[src/rtl/cs0_sched_pkg.sv]
// Shared types and constants for the CS0 bus scheduler and its wait generator.
package cs0_sched_pkg;

    typedef enum logic [1:0] {
        MST = 2'd0,
        SSH = 2'd1,
        SCU = 2'd2,
        GAP = 2'd3
    } owner_t;

    localparam logic [3:0] LWRAM_A      = 4'b0001;
    localparam logic [3:0] DRAM_WS_DEF  = 4'd5;
    localparam logic [3:0] ROM_WS_DEF   = 4'd6;
    localparam logic [7:0] HOLD_MAX_DEF = 8'd64;

    // Counter preload for a wait-state count; zero behaves like one.
    function automatic logic [3:0] ws_load(input logic [3:0] ws);
        return (ws == 4'd0) ? 4'd0 : ws - 4'd1;
    endfunction

endpackage

[src/rtl/cs0_wait_gen.sv]
// CS0 wait-state generator: detects access start on the strobe falling edge and
// holds WAIT_N low until the region-dependent count expires on a falling-phase enable.
module cs0_wait_gen
    import cs0_sched_pkg::*;
#(
    parameter logic [3:0] DRAM_WS = DRAM_WS_DEF,
    parameter logic [3:0] ROM_WS  = ROM_WS_DEF
) (
    input  logic         clk_i,
    input  logic         rst_n_i,
    input  logic         res_n_i,
    input  logic         ce_r_i,
    input  logic         ce_f_i,
    input  logic [24:21] a_i,
    input  logic         cs0_n_i,
    input  logic         strb_n_i,
    input  logic         fast_i,
    output logic         wait_n_o,
    output logic         idle_o
);

    logic       strb_prev_q;
    logic [3:0] cnt_q, cnt_d;
    logic       wait_n_q, wait_n_d;
    logic       start;

    assign start = strb_prev_q & ~strb_n_i & ~cs0_n_i;

    always_comb begin
        cnt_d    = cnt_q;
        wait_n_d = wait_n_q;
        if (start && !fast_i) begin
            // a restart while counting simply reloads
            cnt_d    = (a_i == LWRAM_A) ? ws_load(DRAM_WS) : ws_load(ROM_WS);
            wait_n_d = 1'b0;
        end else begin
            if (ce_f_i && cnt_q == 4'd0)
                wait_n_d = 1'b1;
            if (ce_r_i && cnt_q != 4'd0)
                cnt_d = cnt_q - 4'd1;
        end
    end

    always_ff @(posedge clk_i or negedge rst_n_i) begin
        if (!rst_n_i) begin
            strb_prev_q <= 1'b1;
            cnt_q       <= 4'd0;
            wait_n_q    <= 1'b1;
        end else if (!res_n_i) begin
            strb_prev_q <= 1'b1;
            cnt_q       <= 4'd0;
            wait_n_q    <= 1'b1;
        end else begin
            strb_prev_q <= strb_n_i;
            cnt_q       <= cnt_d;
            wait_n_q    <= wait_n_d;
        end
    end

    assign wait_n_o = wait_n_q;
    assign idle_o   = (cnt_q == 4'd0);

endmodule

[src/rtl/cs0_bus_sched.sv]
// CS0 bus scheduler: hands the bus from the master SH-2 to the slave SH-2 or SCU and back.
// Optional build macro CS0_ARB_RR_EN selects round-robin tie breaking in MST.
module cs0_bus_sched
    import cs0_sched_pkg::*;
#(
    parameter logic [3:0] DRAM_WS  = DRAM_WS_DEF,
    parameter logic [3:0] ROM_WS   = ROM_WS_DEF,
    parameter logic [7:0] HOLD_MAX = HOLD_MAX_DEF
) (
    input  logic         clk_i,
    input  logic         rst_n_i,
    input  logic         ce_r_i,
    input  logic         ce_f_i,
    input  logic         res_n_i,
    input  logic         sreq_n_i,
    input  logic         xreq_n_i,
    input  logic         bgr_n_i,
    output logic         brls_n_o,
    output logic         sack_n_o,
    output logic         xack_n_o,
    output logic [1:0]   owner_o,
    input  logic [24:21] a_i,
    input  logic         cs0_n_i,
    input  logic         strb_n_i,
    input  logic         fast_i,
    output logic         wait_n_o
);

    owner_t     state_q, state_d;
    logic [7:0] hold_q, hold_d;
    logic       left_scu_q, left_scu_d;
    logic       brls_n_q, sack_n_q, xack_n_q;
    logic       wait_idle, tie_scu;
    logic       s_pend, x_pend, own_pend, oth_pend, hold_full;

    cs0_wait_gen #(
        .DRAM_WS (DRAM_WS),
        .ROM_WS  (ROM_WS)
    ) u_wait (
        .clk_i    (clk_i),
        .rst_n_i  (rst_n_i),
        .res_n_i  (res_n_i),
        .ce_r_i   (ce_r_i),
        .ce_f_i   (ce_f_i),
        .a_i      (a_i),
        .cs0_n_i  (cs0_n_i),
        .strb_n_i (strb_n_i),
        .fast_i   (fast_i),
        .wait_n_o (wait_n_o),
        .idle_o   (wait_idle)
    );

    always_comb begin
        s_pend     = ~sreq_n_i;
        x_pend     = ~xreq_n_i;
        own_pend   = (state_q == SCU) ? x_pend : s_pend;
        oth_pend   = (state_q == SCU) ? s_pend : x_pend;
        hold_full  = (hold_q == HOLD_MAX);
        state_d    = state_q;
        hold_d     = hold_q;
        left_scu_d = left_scu_q;
        case (state_q)
            MST: begin
                if ((s_pend || x_pend) && !bgr_n_i)
                    state_d = (s_pend && !(x_pend && tie_scu)) ? SSH : SCU;
            end
            SSH, SCU: begin
                // forced handover only between accesses
                if (!own_pend || (hold_full && strb_n_i && wait_idle)) begin
                    state_d    = GAP;
                    hold_d     = 8'd0;
                    left_scu_d = (state_q == SCU);
                end else if (oth_pend && !hold_full) begin
                    hold_d = hold_q + 8'd1;
                end
            end
            GAP: begin
                if ((left_scu_q ? s_pend : x_pend) && !bgr_n_i)
                    state_d = left_scu_q ? SSH : SCU;
                else if (left_scu_q ? x_pend : s_pend)
                    state_d = left_scu_q ? SCU : SSH;
                else
                    state_d = MST;
            end
            default: state_d = MST;
        endcase
    end

`ifdef CS0_ARB_RR_EN
    logic last_scu_q;

    always_ff @(posedge clk_i or negedge rst_n_i) begin
        if (!rst_n_i)
            last_scu_q <= 1'b1;
        else if (!res_n_i)
            last_scu_q <= 1'b1;
        else if (ce_r_i && (state_q == MST || state_q == GAP) &&
                 (state_d == SSH || state_d == SCU))
            last_scu_q <= (state_d == SCU);
    end

    assign tie_scu = ~last_scu_q;
`else
    assign tie_scu = 1'b0;
`endif

    always_ff @(posedge clk_i or negedge rst_n_i) begin
        if (!rst_n_i) begin
            state_q    <= MST;
            hold_q     <= 8'd0;
            left_scu_q <= 1'b0;
            brls_n_q   <= 1'b1;
            sack_n_q   <= 1'b1;
            xack_n_q   <= 1'b1;
        end else if (!res_n_i) begin
            state_q    <= MST;
            hold_q     <= 8'd0;
            left_scu_q <= 1'b0;
            brls_n_q   <= 1'b1;
            sack_n_q   <= 1'b1;
            xack_n_q   <= 1'b1;
        end else if (ce_r_i) begin
            state_q    <= state_d;
            hold_q     <= hold_d;
            left_scu_q <= left_scu_d;
            brls_n_q   <= (state_d == MST) ? (sreq_n_i & xreq_n_i) : 1'b0;
            // acknowledge one enable after entry, drop together with the exit
            sack_n_q   <= ~(state_q == SSH && state_d == SSH);
            xack_n_q   <= ~(state_q == SCU && state_d == SCU);
        end
    end

    assign brls_n_o = brls_n_q;
    assign sack_n_o = sack_n_q;
    assign xack_n_o = xack_n_q;
    assign owner_o  = state_q;

endmodule
[config.mk]
export PLATFORM = sky130hd
export DESIGN_NAME = cs0_bus_sched
export DESIGN_NICKNAME = d
export VERILOG_FILES = /design/src/rtl/cs0_sched_pkg.sv /design/src/rtl/cs0_wait_gen.sv /design/src/rtl/cs0_bus_sched.sv
export SDC_FILE = /design/constraint.sdc
export NUM_CORES = 1
export LEC_CHECK = 0
export ABC_AREA = 1
export BUFFER_PORTS_ARGS = -buffer_cell sky130_fd_sc_hd__buf_2
export CORE_MARGIN = 2
export CORE_UTILIZATION = 53
export CTS_BUF_LIST = sky130_fd_sc_hd__clkbuf_8
export DETAILED_ROUTE_END_ITERATION = 6
export PLACE_DENSITY = 0.75
export RECOVER_POWER = 25
export SYNTH_ARGS = -nofsm -noshare
export SYNTH_HDL_FRONTEND = slang
export SYNTH_SLANG_ARGS = --single-unit
[constraint.sdc]
create_clock -name clk_i -period 2.4 [get_ports clk_i]
set_input_delay 0.24 -clock clk_i [delete_from_list [all_inputs] [get_ports clk_i]]
set_output_delay 0.24 -clock clk_i [all_outputs]
set_load 0.05 [all_outputs]
== Word level (Yosys, flattened, before mapping) ==
Cells that the tools add are included.
Operators by class
  $add $sub $neg: 2
  equality and inequality tests: 13
  muxes and demuxes: 38
  bitwise logic cells: 9
  reduce and logical (&&, ||, !) cells: 23
Operators with widths (number)
  2-to-1 mux 8 bit: 5
  2-to-1 mux 1 bit: 20
  2-to-1 mux 2 bit: 9
  2-to-1 mux 4 bit: 3
  logical AND 1 bit: 10
  inequality test 3 x 1 -> 1 bit, second input constant: 3
  adder 8 x 1 -> 8 bit, second input constant: 1
  == test 8 x 7 -> 1 bit, second input constant: 1
  == test 2 bit, second input constant: 3
  inverter 1 bit: 6
  case mux 2 bit (3 select lines): 1
  AND reduction 3 bit: 2
  == test 2 x 1 -> 1 bit, second input constant: 2
  == test 4 x 1 -> 1 bit, second input constant: 1
  logical NOT 1 bit: 4
  logical NOT 2 bit: 2
  logical NOT 4 bit: 1
  inequality test 2 x 1 -> 1 bit, second input constant: 2
  nonzero test 4 bit: 1
  subtractor 4 x 1 -> 4 bit, second input constant: 1
  bitwise AND 1 bit: 3
  logical OR 1 bit: 2
  inequality test 2 bit, second input constant: 1
  OR reduction 2 bit: 1
Word-level totals
  register bits: 20
  input port bits: 15
  output and inout port bits: 6

== Logic depth before layout (Yosys ltp) ==
  depth after elaboration: 11
  depth in mapped cells: 12
  depth with buffers taken out: 12

== Modules after synthesis ==
Synthesis repeated with hierarchy kept, for this count alone.
Second synthesis, totals
  cell total of the unflattened synthesis: 192
  area total of the unflattened synthesis: 1391.3 µm²
Modules (own cells, without submodules)
  cs0_bus_sched: times used 1, cells an instance 141, area each 1006.0 µm², sequential area each 354.1 µm²
  cs0_wait_gen: times used 1, cells an instance 51, area each 385.4 µm², sequential area each 152.6 µm²

== Worst setup path before layout ==
OpenSTA, ideal clock, no wires.
  path kind: register to register
  start point: register state_q[0], in the netlist owner_o[0]
  end point: register hold_q[4]
  library setup time: 0.126 ns
  arrival: 1.827 ns
  required time: 2.274 ns
  path slack: 0.447 ns
  stages on the path, launching flop included: 10
  buffers on the path: 1
  period minus slack after synthesis: 1.953 ns
  cells stage by stage: dfrtp_1 inv_1 ha_1 o21ai_4 nand3_4 nand2_4 nand2_4 buf_6 nand3_1 o21ai_0
Between the ends
  longest elaborated chain between the ends: 8
  elaborated cells on any way between the ends: 15
  those cells by class: eq/ne (4); mux (6); reduce/logical (5)
RTL lines
  start: declaration: RTL line cs0_bus_sched.sv:29  | owner_t state_q, state_d;
  start signal: assignment: RTL line cs0_bus_sched.sv:123  | state_q <= state_d;
  == test 2 bit: RTL line cs0_bus_sched.sv:56, cs0_bus_sched.sv:57, cs0_bus_sched.sv:62
  2-to-1 mux 1 bit: RTL line cs0_bus_sched.sv:56  | own_pend = (state_q == SCU) ? x_pend : s_pend;
  logical NOT 1 bit: RTL line cs0_bus_sched.sv:69  | if (!own_pend || (hold_full && strb_n_i && wait_idle)) begin
  logical OR 1 bit: RTL line cs0_bus_sched.sv:69
  2-to-1 mux 8 bit: RTL line cs0_bus_sched.sv:69
  2-to-1 mux 8 bit: RTL line cs0_bus_sched.sv:62  | case (state_q)
  2-to-1 mux 8 bit: RTL line cs0_bus_sched.sv:122  | end else if (ce_r_i) begin
  2-to-1 mux 8 bit: RTL line cs0_bus_sched.sv:115  | end else if (!res_n_i) begin
  end signal: assignment: RTL line cs0_bus_sched.sv:124  | hold_q <= hold_d;
  end: declaration: RTL line cs0_bus_sched.sv:30  | logic [7:0] hold_q, hold_d;
Several ways; a longest one is shown, not always the timed one. The select of a mux whose other input is x is not followed.
A chain may end at the register's enable or synchronous reset.

== Final worst setup path ==
  start point: register state_q[0], in the netlist owner_o[0]
  end point: register hold_q[6]
The elaborated chain is that of the path after synthesis.

==> run_summary.xml <==
<?xml version="1.0" encoding="UTF-8"?>
<metrics>
  <group name="outcome">
    <metric name="status" unit="">finished, final reports clean</metric>
  </group>
  <group name="logic_synthesis">
    <metric name="ys_async_sr_fraction" unit="%">100</metric>
    <metric name="yosysMostFrequentCell" unit="">sky130_fd_sc_hd__nand2_1</metric>
    <metric name="postSynthNetCount" unit="">207</metric>
    <metric name="synth.ff_latch_count" unit="">20</metric>
    <metric name="synth.distinct_cells" unit="">26</metric>
    <metric name="synth_top_area_share" unit="%">28.0</metric>
    <metric name="synth_area" unit="sq um">1340</metric>
    <metric name="synth.cells.most_frequent" unit="">sky130_fd_sc_hd__nand2_1 (43), sky130_fd_sc_hd__inv_1 (26), sky130_fd_sc_hd__nor2_1 (24)</metric>
    <metric name="cells_taking_the_most_area_after_synthesis" unit="">sky130_fd_sc_hd__dfrtp_1 (28%), sky130_fd_sc_hd__nand2_1 (12%), sky130_fd_sc_hd__dfstp_2 (9.8%)</metric>
    <metric name="synth_enable_flop_cells" unit="">0</metric>
    <metric name="yosys_most_used_dff" unit="">sky130_fd_sc_hd__dfrtp_1</metric>
    <metric name="synthesis.yosys.warnings" unit="">0</metric>
    <metric name="synth_largest_area_cell" unit="">sky130_fd_sc_hd__dfrtp_1</metric>
    <metric name="syn-instance-count" unit="">184</metric>
    <metric name="synthesis.area_per_instance" unit="sq um">7.30</metric>
    <metric name="synth-seq-area-share" unit="%">37.7</metric>
  </group>
  <group name="global_routing">
    <metric name="grt_pass1_wl" unit="um">4810</metric>
    <metric name="largest_net_degree_at_the_start_of_global_routing" unit="">21</metric>
    <metric name="grt_pass1_vias" unit="">1202</metric>
    <metric name="grtUsageTotal" unit="%">22.5</metric>
    <metric name="antenna_found_initial" unit="">0</metric>
    <metric name="total_overflow_reported_by_the_global_router" unit="">0</metric>
  </group>
  <group name="worst_setup_path">
    <metric name="reg2regPathDepth" unit="">8</metric>
    <metric name="cp-start-kind" unit="">register</metric>
    <metric name="reg2reg_to" unit="">hold_q[6]</metric>
    <metric name="sequence_of_cells_on_the_critical_path" unit="">inv_1, ha_1, o21ai_0, nor2_1, nand2_1, nand2_4, nand3_1, a21oi_1</metric>
    <metric name="crit_slowest_cell" unit="">sky130_fd_sc_hd__dfrtp_1</metric>
    <metric name="cp_data_arrival_time" unit="ns">1.96</metric>
    <metric name="worst_ep_required_time" unit="ns">2.57</metric>
    <metric name="timing.critical_path.from" unit="">owner_o[0]</metric>
    <metric name="number_of_stages_on_the_worst_setup_path" unit="">8</metric>
    <metric name="class_of_the_most_critical_setup_path" unit="">reg -&gt; reg</metric>
    <metric name="cp-end-kind" unit="">register</metric>
    <metric name="path_delay_family" unit="">simple AND/OR/NAND/NOR gates</metric>
    <metric name="critical_path.n_buffers_inverters" unit="">1</metric>
    <metric name="cp_max_fo" unit="">13</metric>
    <metric name="reg2reg_from" unit="">owner_o[0]</metric>
    <metric name="critPathMaxStageDelay" unit="ns">0.42</metric>
    <metric name="r2r_slack" unit="ns">0.61</metric>
  </group>
  <group name="power_and_ir_drop">
    <metric name="power.static_leakage" unit="nW">0.762</metric>
    <metric name="irDropWorstVdd" unit="mV">0.524</metric>
    <metric name="power.net_switching" unit="W">0.000341</metric>
    <metric name="share_seq_of_total_power" unit="%">41.5</metric>
    <metric name="combinationalPowerShare" unit="%">31.6</metric>
    <metric name="power_per_cell_area" unit="nW/um^2">628</metric>
    <metric name="power_report.internal_total" unit="W">0.000617</metric>
    <metric name="p_clk_share" unit="%">26.9</metric>
    <metric name="power.share.switching" unit="%">35.6</metric>
  </group>
  <group name="layout">
    <metric name="antenna-diode-count" unit="">0</metric>
    <metric name="area.growth.synth_to_final" unit="%">13.7</metric>
    <metric name="design.final.nets" unit="">231</metric>
    <metric name="drive_above_1_share" unit="%">16.4</metric>
  </group>
  <group name="sta">
    <metric name="setup_repair_after_global_routing_missed_its_margin" unit="">false</metric>
    <metric name="clock_skew" unit="ns">0.00413</metric>
    <metric name="hold-worst-slack" unit="ns">0.197</metric>
    <metric name="finalWorstPathRequiredPeriod" unit="ns">1.79</metric>
    <metric name="max_slew.worst_pin.slew" unit="ns">1.08</metric>
    <metric name="max_freq" unit="GHz">0.558</metric>
    <metric name="slew_headroom" unit="%">28.1</metric>
    <metric name="final-max-slew-violation-count" unit="">0</metric>
    <metric name="hold_viol" unit="">0</metric>
    <metric name="fin_crit_sh" unit="%">74.7</metric>
    <metric name="setup-tns-final" unit="ns">0</metric>
    <metric name="setup_viol" unit="">0</metric>
  </group>
  <group name="floorplan">
    <metric name="num_ports" unit="">21</metric>
    <metric name="die_width" unit="um">54.3</metric>
    <metric name="initial_core_util" unit="%">55.2</metric>
    <metric name="core_region_area" unit="sq um">2430</metric>
    <metric name="rows" unit="">18</metric>
    <metric name="die_y" unit="um">54.3</metric>
    <metric name="die_outline_area" unit="sq um">2950</metric>
  </group>
  <group name="route">
    <metric name="ant_nets" unit="">0</metric>
    <metric name="drtPass1Iterations" unit="">4</metric>
    <metric name="detail_route.iter0.violations" unit="">43</metric>
    <metric name="wl_per_cell" unit="um">12.4</metric>
    <metric name="vias_per_cell" unit="">5.33</metric>
    <metric name="via_count" unit="">1264</metric>
    <metric name="routed_wirelength" unit="um">2930</metric>
    <metric name="remaining_drc_errors" unit="">0</metric>
  </group>
  <group name="clock_network">
    <metric name="clock_tree.root_cell" unit="">sky130_fd_sc_hd__clkbuf_8</metric>
    <metric name="cts.repair.resized" unit="">0</metric>
    <metric name="htree_levels" unit="">1</metric>
    <metric name="worstSkewPairLatency" unit="ns">0.26</metric>
    <metric name="cts.hold.buffers_added" unit="">1</metric>
    <metric name="number_of_clock_sinks" unit="">20</metric>
    <metric name="cts_tree" unit="">yes</metric>
    <metric name="clk_pin_slew_worst_paths" unit="ns">0.08</metric>
    <metric name="cts_setup_buffers" unit="">0</metric>
    <metric name="cts_buffer_depth" unit="">2</metric>
    <metric name="cts-buffers-inserted" unit="">3</metric>
  </group>
  <group name="place">
    <metric name="detailed_place_hpwl" unit="um">2290</metric>
    <metric name="number_of_buffer_cells_added_on_primary_ports" unit="">20</metric>
    <metric name="routability_cong" unit="">0.845</metric>
  </group>
  <group name="worst_hold_path">
    <metric name="worst_hold_path_type" unit="">in -&gt; reg</metric>
    <metric name="cell_depth_of_the_worst_min_delay_path" unit="">3</metric>
    <metric name="worst_hold_path.endpoint" unit="">u_wait.strb_prev_q</metric>
    <metric name="hp-start" unit="">strb_n_i</metric>
  </group>
  <group name="flow_run">
    <metric name="max_cap_violations" unit="">0</metric>
  </group>
</metrics>
==> worst max-delay path by stage <==
| stage | slack, ns | end |
|---|---|---|
| 6_report | 0.61 | hold_q[6] |
| 5_1_grt | 0.43 | hold_q[6] |
| 4_1_cts | 0.61 | hold_q[6] |
| 3_5_place_dp | 0.67 | hold_q[3] |
| 3_3_place_gp | 0.76 | hold_q[2] |
| 2_1_floorplan | 0.45 | hold_q[4] |
==> tightest hold or removal path, cell delays in order <==
cell,delay (ns)
sky130_fd_sc_hd__buf_2,0.09
sky130_fd_sc_hd__inv_1,0.04
sky130_fd_sc_hd__nand2_1,0.05
==> kinds of logic (layout without fill, tap and decap cells) <==
group | Yosys count | in the layout | synth area share, %
adder cells (fa/ha/maj) | 8 | 8 | 7.46
AO/OA/AOI/OAI | 29 | 29 | 12.4
XOR/XNOR | 2 | 2 | 1.30
AND/OR/NAND/NOR | 96 | 96 | 32.3
flip-flops | 20 | 20 | 37.7
buffers and inverters | 29 | 52 | 8.76
==> power by group through the flow <==
stage,registers (W),clock network (W),logic (W)
finish,0.000398,0.000258,0.000302
global route,0.000401,0.000275,0.000343
CTS,0.000397,0.000261,0.000304
detailed placement,0.000403,0,0.000302
global placement,0.000400,0,0.000289
floorplan,0.000425,0,0.000207
==> sequential cells by signal (all words and copies together) (netlist names) <==
name                count
left_scu_q              1
u_wait.wait_n_o         1
sack_n_o                1
hold_q                  8
u_wait.cnt_q            4
xack_n_o                1
u_wait.strb_prev_q      1
owner_o                 2
brls_n_o                1
==> area by class of cell <==
type	count	area, sq um
clock buffer	4	55.1
fill	231	906
inverter	27	101
multi-input combinational	135	718
sequential	20	507
tap	30	37.5
timing repair buffer	21	108
==> per-layer routing <==
| layer | global-route usage [%] | vias to the layer above | routed length, um |
|---|---|---|---|
| met4 | 9.58 | 0 | 40 |
| met2 | 40.4 | 42 | 1430 |
| met3 | 5.46 | 6 | 199 |
| met1 | 25.2 | 575 | 1260 |
| met5 | 0 | - | 0 |
| li1 | - | 641 | - |
==> placed cells by master, fill, tap and decap left out <==
cell type                       count
sky130_fd_sc_hd__clkbuf_8           4
sky130_fd_sc_hd__nor3_1             1
sky130_fd_sc_hd__nand3_4            1
sky130_fd_sc_hd__inv_2              1
sky130_fd_sc_hd__o2111ai_1          1
sky130_fd_sc_hd__nor4b_1            1
sky130_fd_sc_hd__o22ai_1            1
sky130_fd_sc_hd__dfstp_2            5
sky130_fd_sc_hd__o21ai_4            1
sky130_fd_sc_hd__o21ai_0           13
sky130_fd_sc_hd__a22oi_1            1
sky130_fd_sc_hd__inv_1             26
sky130_fd_sc_hd__a21oi_1           11
sky130_fd_sc_hd__dlygate4sd3_1      1
sky130_fd_sc_hd__dfrtp_1           15
sky130_fd_sc_hd__nand4_1            3
sky130_fd_sc_hd__buf_2             18
sky130_fd_sc_hd__nor2_2             1
sky130_fd_sc_hd__nand2_1           43
sky130_fd_sc_hd__nand2_2            1
sky130_fd_sc_hd__nand2_4            2
sky130_fd_sc_hd__nor3b_1            1
sky130_fd_sc_hd__ha_1               8
sky130_fd_sc_hd__xor2_1             2
sky130_fd_sc_hd__nand3_1           18
sky130_fd_sc_hd__o31ai_1            1
sky130_fd_sc_hd__clkbuf_1           2
sky130_fd_sc_hd__nor2_1            24
==> stage by stage <==
| stage | cells | area [sq um] | power [W] | util (%) | worst slack, ns |
|---|---|---|---|---|---|
| finish | 237 | 1530 | 0.000958 | 62.8 | 0.607 |
| CTS | 237 | 1530 | 0.000962 | 62.9 | 0.608 |
| global route | 237 | 1530 | 0.00102 | 62.8 | 0.430 |
| detailed placement | 232 | 1460 | 0.000705 | 60.2 | 0.674 |
| global placement | 232 | 1460 | 0.000689 | 60.2 | 0.759 |
| floorplan | 184 | 1340 | 0.000632 | - | 0.447 |
Power figures use the tool's default switching activity.
